<file path="config.mk">
export PLATFORM = sky130hd
export DESIGN_NAME = pipelined_mult_acc
export DESIGN_NICKNAME = d
export VERILOG_FILES = /design/src/rtl/pipelined_mult_acc.sv
export SDC_FILE = /design/constraint.sdc
export NUM_CORES = 1
export LEC_CHECK = 0
export ABC_AREA = 0
export BUFFER_PORTS_ARGS = -buffer_cell sky130_fd_sc_hd__buf_4
export CAP_MARGIN = 20
export CORE_MARGIN = 2
export CORE_UTILIZATION = 35
export DETAILED_ROUTE_END_ITERATION = 12
export MAX_ROUTING_LAYER = met4
export PLACE_DENSITY = 0.61
export SYNTH_ARGS = -nofsm -noshare
export SYNTH_HDL_FRONTEND = slang
export SYNTH_SLANG_ARGS = --single-unit
export TNS_END_PERCENT = 10
</file>
<file path="constraint.sdc">
create_clock -name clk -period 9 [get_ports clk]
set_input_delay 0.45 -clock clk [delete_from_list [all_inputs] [get_ports clk]]
set_output_delay 0.45 -clock clk [all_outputs]
set_load 0.03 [all_outputs]
</file>
<file path="src/rtl/pipelined_mult_acc.sv">
// Elastic multiply pipeline with a registered running accumulator.
// Input register S0, product formed into S1, then pass-through stages to S_LEVEL.
module pipelined_mult_acc #(
    parameter int SIZE  = 8,
    parameter int LEVEL = 3,
    parameter int ACC_W = 2*SIZE+8
) (
    input  logic              clk,
    input  logic              rst_n,
    input  logic              in_valid,
    output logic              in_ready,
    input  logic [SIZE-1:0]   a,
    input  logic [SIZE-1:0]   b,
    input  logic              signed_mode,
    input  logic              acc_en,
    input  logic              acc_clr,
    output logic              out_valid,
    input  logic              out_ready,
    output logic [2*SIZE-1:0] pdt,
    output logic [ACC_W-1:0]  acc,
    output logic              acc_ovf
);

    localparam int PW = 2*SIZE;

    logic [LEVEL:0]          v_q;
    logic [LEVEL:0]          sm_q;
    logic [LEVEL:0]          en_q;
    logic [LEVEL:0]          clr_q;
    logic [SIZE-1:0]         a_q;
    logic [SIZE-1:0]         b_q;
    logic [LEVEL:1][PW-1:0]  p_q;

    logic [LEVEL:0]          ld;
    logic [LEVEL:0]          adv;
    logic [PW-1:0]           a_x;
    logic [PW-1:0]           b_x;
    logic [PW-1:0]           prod;

    logic [ACC_W-1:0]        acc_q;
    logic                    ovf_q;
    logic [ACC_W-1:0]        ext;
    logic [ACC_W:0]          sum;
    logic                    ovf_add;
    logic                    xfer;

    // Extending both operands to PW bits makes the truncated product exact
    // for either signedness.
    always_comb begin
        a_x  = sm_q[0] ? PW'($signed(a_q)) : PW'(a_q);
        b_x  = sm_q[0] ? PW'($signed(b_q)) : PW'(b_q);
        prod = a_x * b_x;
    end

    // A stage loads when empty or when its content moves on this edge.
    always_comb begin
        adv        = '0;
        ld         = '0;
        adv[LEVEL] = v_q[LEVEL] & out_ready;
        ld[LEVEL]  = ~v_q[LEVEL] | adv[LEVEL];
        for (int k = LEVEL-1; k >= 0; k--) begin
            adv[k] = v_q[k] & ld[k+1];
            ld[k]  = ~v_q[k] | adv[k];
        end
    end

    assign in_ready = ld[0];

    always_ff @(posedge clk or negedge rst_n) begin
        if (!rst_n) begin
            v_q   <= '0;
            sm_q  <= '0;
            en_q  <= '0;
            clr_q <= '0;
            a_q   <= '0;
            b_q   <= '0;
            p_q   <= '0;
        end else begin
            if (ld[0]) begin
                v_q[0] <= in_valid;
                if (in_valid) begin
                    a_q      <= a;
                    b_q      <= b;
                    sm_q[0]  <= signed_mode;
                    en_q[0]  <= acc_en;
                    clr_q[0] <= acc_clr;
                end
            end
            if (ld[1]) begin
                v_q[1] <= v_q[0];
                if (v_q[0]) begin
                    p_q[1]   <= prod;
                    sm_q[1]  <= sm_q[0];
                    en_q[1]  <= en_q[0];
                    clr_q[1] <= clr_q[0];
                end
            end
            for (int k = 2; k <= LEVEL; k++) begin
                if (ld[k]) begin
                    v_q[k] <= v_q[k-1];
                    if (v_q[k-1]) begin
                        p_q[k]   <= p_q[k-1];
                        sm_q[k]  <= sm_q[k-1];
                        en_q[k]  <= en_q[k-1];
                        clr_q[k] <= clr_q[k-1];
                    end
                end
            end
        end
    end

    // Overflow sense follows the signedness of the product being added.
    always_comb begin
        ext = sm_q[LEVEL] ? ACC_W'($signed(p_q[LEVEL]))
                          : ACC_W'(p_q[LEVEL]);
        sum = {1'b0, acc_q} + {1'b0, ext};
        if (sm_q[LEVEL]) begin
            ovf_add = (acc_q[ACC_W-1] == ext[ACC_W-1]) &&
                      (sum[ACC_W-1] != acc_q[ACC_W-1]);
        end else begin
            ovf_add = sum[ACC_W];
        end
    end

    assign xfer = adv[LEVEL];

    always_ff @(posedge clk or negedge rst_n) begin
        if (!rst_n) begin
            acc_q <= '0;
            ovf_q <= 1'b0;
        end else if (xfer) begin
            if (clr_q[LEVEL]) begin
                acc_q <= ext;
                ovf_q <= 1'b0;
            end else if (en_q[LEVEL]) begin
                acc_q <= sum[ACC_W-1:0];
                ovf_q <= ovf_q | ovf_add;
            end
        end
    end

    assign out_valid = v_q[LEVEL];
    assign pdt       = p_q[LEVEL];
    assign acc       = acc_q;
    assign acc_ovf   = ovf_q;

endmodule

</file>
==> results of run 1 <==
## final cells by class
cell class / instances / area [um^2] / share of cell area (%)
sequential: 105 / 2628 / 26.59
clock inverter: 7 / 61.31 / 0.6205
timing repair buffer: 69 / 518.0 / 5.242
tap: 330 / 412.9 / 4.179
inverter: 122 / 457.9 / 4.635
clock buffer: 9 / 225.2 / 2.279
multi-input combinational: 625 / 5578 / 56.45
## metal layers
metal  track usage, %  wire length, um  vias to the layer above
met4            2.871              159                        0
met1            20.00             8642                     3088
li1                 -                -                     3034
met5                -                0                        -
met3            2.235              701                       12
met2            24.63             8503                      118
## cell usage after synthesis, drive strengths merged, types with 3 or more instances
cell,instances,area share [%]
a221o,5,0.56
buf,17,1.4
a21o,18,1.5
nor2b,5,0.35
xnor2,36,3.5
o21a,7,0.59
fa,69,15
dfrtp,105,29
nand2,71,3.0
a211oi,4,0.34
nor3,8,0.45
and3,11,0.77
inv,122,5.1
ha,79,11
nor2,35,1.5
a21oi,38,2.1
nand2b,9,0.63
clkbuf,34,1.4
o211ai,3,0.25
or4,3,0.34
nand3,11,0.62
mux2,65,8.2
a31oi,8,0.56
xor2,17,1.7
a2111oi,3,0.29
o21ai,41,2.4
and2,50,3.5
## logic make-up (layout without fill, tap and decap cells)
| logic type | Yosys count | in the layout | synth area share (%) |
|---|---|---|---|
| simple gates | 212 | 212 | 11.85 |
| buf+inv | 173 | 207 | 7.958 |
| fa+ha+maj | 148 | 148 | 26.58 |
| compound gates | 145 | 145 | 10.50 |
| flops | 105 | 105 | 29.47 |
| mux | 67 | 67 | 8.435 |
| xor+xnor | 53 | 53 | 5.207 |
## flip-flops by register name, summed over array words and instances (netlist names)
signal,cells
clr_q,4
en_q,4
v_q,4
acc_ovf,1
acc,24
a_q,8
p_q,32
b_q,8
pdt,16
sm_q,4
## stage by stage
step,instances,hold slack [ns]
after floorplan,903,0.1544
after global placement,1251,0.4622
after detailed placement,1251,0.4712
after CTS,1267,0.1149
after global routing,1267,0.1353
final,1267,0.09055
## worst paths after layout
| kind | from | end |
|---|---|---|
| worst max register to register | sm_q[0] | p_q[14] |
| worst min-delay path | rst_n | acc[18] |
| worst max-delay path | sm_q[0] | p_q[14] |
| worst min register to register | p_q[6] | p_q[6] |
| max in group asynchronous | rst_n | p_q[30] |
| min in group clk | in_valid | v_q[0] |
==> metrics, run 1 <==
Fin. Hold Viols 0; Fillers 2587; instance count on the critical path 21; die area 26760 um^2; Vias 6252; Critical Path AT 6.24 ns; Post-CTS Hold Fix Bufs 0; core region area 25110 um^2; Residual DRC 0; share of layout cells above drive strength 1 16.76%; htree depth 3; R2R cell count 21; largest net degree at the start of global routing 58; initial core utilization 35.50%; Worst Tran Pin Value 0.8988 ns; WL final 18010 um; most common cell after layout, fill and taps aside inv_1; fin crit period 6.015 ns; Worst Path Buf+Inv 6; antenna viol nets, final 0; CTS root buffer clkbuf_16; CTS tree yes; post-synth cell types 55; Clk Latency, worst-skew pair 0.36 ns; Mapped Cells 903; Site Rows 58; RSZ-0062 raised after global routing no; required time worst endpoint 9.22 ns; clock slew at reported path FFs 0.09 ns; drt pass-1 iters 5; total clock sinks 105; final critical-path share of the clock period 66.84%; Placement Cell Area 9594 um^2; grt total ovfl 0; Worst Setup End Kind flip-flop; Worst path top cell family by delay adder cells; Synth Net Count 1074; port bufs 65; post-route setup slack 2.985 ns; Max Slew Vio Count 0; I/O Pins 66; Mapped Avg Cell Area 9.872 um^2; Largest stage delay, worst path 0.67 ns; Final nets 1103; final setup vio count 0; cts bufs inserted 9; WL/cell 14.21 um; initial antenna violation count 0; element type at the critical path start flip-flop; die outline height 163.6 um; post-synthesis async set-or-reset flop share 100.0%; TNS Setup 0 ns; register area share after synthesis 29.47%; HPWL after DPL 14220 um; WS Path Type reg -> reg; CP max stage cell a2111oi_0; Total GRT Usage 15.04%; most frequent cells in the layout 122 x inv_1, 105 x dfrtp_1, 79 x ha_1, 71 x nand2_1; area growth from synthesis to layout 10.84%; cell repeated most along the worst path inv_1; relative slew slack 39.80%; synth warn 0; post-DR vias/cell 4.934; first-pass GRT wire length 31790 um; crit path cell chain and2_0, and2_1, ha_1, inv_1, fa_1, inv_1, fa_1, inv_1, fa_1, inv_1, fa_1, inv_1, fa_1, inv_1, ha_1, nand3_1, nor3_1, a2111oi_0, a21oi_1, xnor2_1, o21ai_0; post-CTS setup buffer count 0; Post-synth EDFFs 0; HP Class in -> async; DP Worst Slack 2.954 ns; status finished, final reports clean; Core Util, Final 39.35%; Crit Path Max Fanout 15; # diodes 0; clk buf depth 2; fin area 9881 um^2; clk_skew 0.01669 ns; Max Cap Violations 0; post-CTS sizing 0; RePlAce Congestion 0.8630; DRT iter0 DRCs 361; reg2reg setup slack 2.98 ns; fmax 0.1662 GHz; via count of the first global-routing pass 6381; die width 163.6 um; Syn Std Cell Area 8915 um^2; Yosys reg bits 105; Most used DFF post-synth dfrtp_1
Power of run 1 is left out: the tool's default activity adds up to more than one toggle a clock period on the data nets, which glitch-free logic cannot reach.
==> run 2, diff against run 1 <==
--- a/config.mk
+++ b/config.mk
@@ -12,7 +12,7 @@
 export CORE_UTILIZATION = 35
 export DETAILED_ROUTE_END_ITERATION = 12
 export MAX_ROUTING_LAYER = met4
-export PLACE_DENSITY = 0.61
+export PLACE_DENSITY = 0.63
 export SYNTH_ARGS = -nofsm -noshare
 export SYNTH_HDL_FRONTEND = slang
 export SYNTH_SLANG_ARGS = --single-unit
==> constraint.sdc (replaced) <==
create_clock -name clk -period 5.5 [get_ports clk]
set_input_delay 0.275 -clock clk [delete_from_list [all_inputs] [get_ports clk]]
set_output_delay 0.275 -clock clk [all_outputs]
set_load 0.03 [all_outputs]
==> metrics, run 2 (same netlist as run 1, synthesis figures left out) <==
status finished, final reports clean; FF-to-FF End p_q[15]; worst setup path startpoint a_q[7]; met2 Usage GRT 24.70%; RePlAce Congestion 0.8727; GR Util met1 19.18%; area growth from synthesis to layout 13.84%; most common cell after layout, fill and taps aside inv_1; Layout Cells excl Fill 1295; Vias 6277; fmax 0.1885 GHz; clock slew at reported path FFs 0.07 ns; crit path to p_q[15]; final setup vio count 0; Max Cap Violations 0; Clk Latency, worst-skew pair 0.36 ns; DRT iter0 DRCs 450; I/O Pins 66; first-pass GRT wire length 31190 um; # diodes 0; Final nets 1131; CTS tree yes; clk buf depth 2; via count of the first global-routing pass 6360; die width 163.6 um; initial antenna violation count 0; Fin. Hold Viols 0; Placement Cell Area 9803 um^2; antenna viol nets, final 0; WS Path Type reg -> reg; Largest stage delay, worst path 0.53 ns; element type at the critical path start flip-flop; die outline height 163.6 um; TNS Setup 0 ns; Crit Path Max Fanout 4; Worst Setup End Kind flip-flop; RSZ-0062 raised after global routing yes; met3 usage 2.616%; core region area 25110 um^2; FF-to-FF Start a_q[7]; fin area 10150 um^2; die area 26760 um^2; fin crit period 5.305 ns; largest net degree at the start of global routing 55; R2R cell count 22; share of layout cells above drive strength 1 19.48%; max reg flops 32; Residual DRC 0; HP Class in -> reg; post-DR vias/cell 4.847; required time worst endpoint 5.74 ns; Max Slew Vio Count 0; htree depth 3; Critical Path AT 5.54 ns; cts bufs inserted 9; reg2reg setup slack 0.20 ns; clk_skew 0.01686 ns; Total GRT Usage 14.85%; relative slew slack 37.90%; CP max stage cell fa_1; most flop-heavy register p_q; Worst Tran Pin Value 0.9292 ns; HPWL after DPL 14570 um; grt total ovfl 0; WL/cell 14.01 um; GR peak layer met2; WL final 18150 um; total clock sinks 105; drt pass-1 iters 4; Site Rows 58; CTS root buffer clkbuf_16; most frequent cells in the layout 122 x inv_1, 105 x dfrtp_1, 95 x buf_4, 77 x ha_1, 71 x nand2_1; final critical-path share of the clock period 96.45%; placed cell count 1277; initial core utilization 35.50%; crit path cell chain buf_4, and2_1, fa_1, inv_1, fa_1, inv_1, fa_1, inv_1, fa_1, inv_1, fa_1, inv_1, fa_1, inv_1, ha_4, buf_4, a21o_1, nand2_1, a31oi_1, nor2_1, xnor2_1, mux2_2; port bufs 65
[run 2: worst min path at each step]
stage,slack (ns),end,from,cells after the start
6_report,0.13,v_q[0],in_valid,2
5_1_grt,0.13,v_q[0],in_valid,2
4_1_cts,0.12,v_q[0],in_valid,2
3_5_place_dp,0.36,acc[15],rst_n,1
3_3_place_gp,0.35,acc[15],rst_n,1
2_1_floorplan,-0.02,a_q[0],rst_n,0
[run 2: worst max-delay path, delay by kind of cell (launching register included)]
family | cells | cell delay, ns
adders and majority gates | 7 | 3.25
buffers and inverters | 8 | 0.58
DFF | 1 | 0.38
and+or+nand+nor | 3 | 0.29
AOI/OAI and AO/OA | 2 | 0.28
muxes | 1 | 0.26
xor gates and xnor gates | 1 | 0.12
[run 2: cell type report]
| class | count | area (um^2) |
|---|---|---|
| inverters | 122 | 457.9 |
| fillers | 2503 | 14960 |
| clock inverters | 5 | 47.55 |
| well taps | 330 | 412.9 |
| flip-flops and latches | 105 | 2628 |
| clock buffers | 11 | 242.7 |
| repair buffers | 97 | 743.2 |
| multi-input cells | 625 | 5617 |
[run 2: timing repair]
item,4_1_cts,5_1_grt
endpoints found under the hold margin,51,0
resized for setup,1,7
pin swaps,0,6
hold buffers,1,0
endpoints found under the setup margin,2,4
setup buffers,0,1
[run 2: routing by layer]
| layer | up-vias | wire length [um] |
|---|---|---|
| met4 | 0 | 204 |
| met2 | 91 | 8467 |
| met5 | - | 0 |
| met1 | 3070 | 8826 |
| li1 | 3100 | - |
| met3 | 16 | 648 |
[run 2: metrics by stage]
stage / hold WS, ns / setup WS, ns / util, %
floorplan: -0.02059 / 0.05681 / -
global placement: 0.3515 / 0.05219 / 39.04
detailed placement: 0.3555 / -0.001805 / 39.04
CTS: 0.1158 / 0.09872 / 40.26
global route: 0.1274 / -0.03642 / 40.42
finish: 0.1259 / 0.1953 / 40.42
Power of run 2 is left out for the same reason.
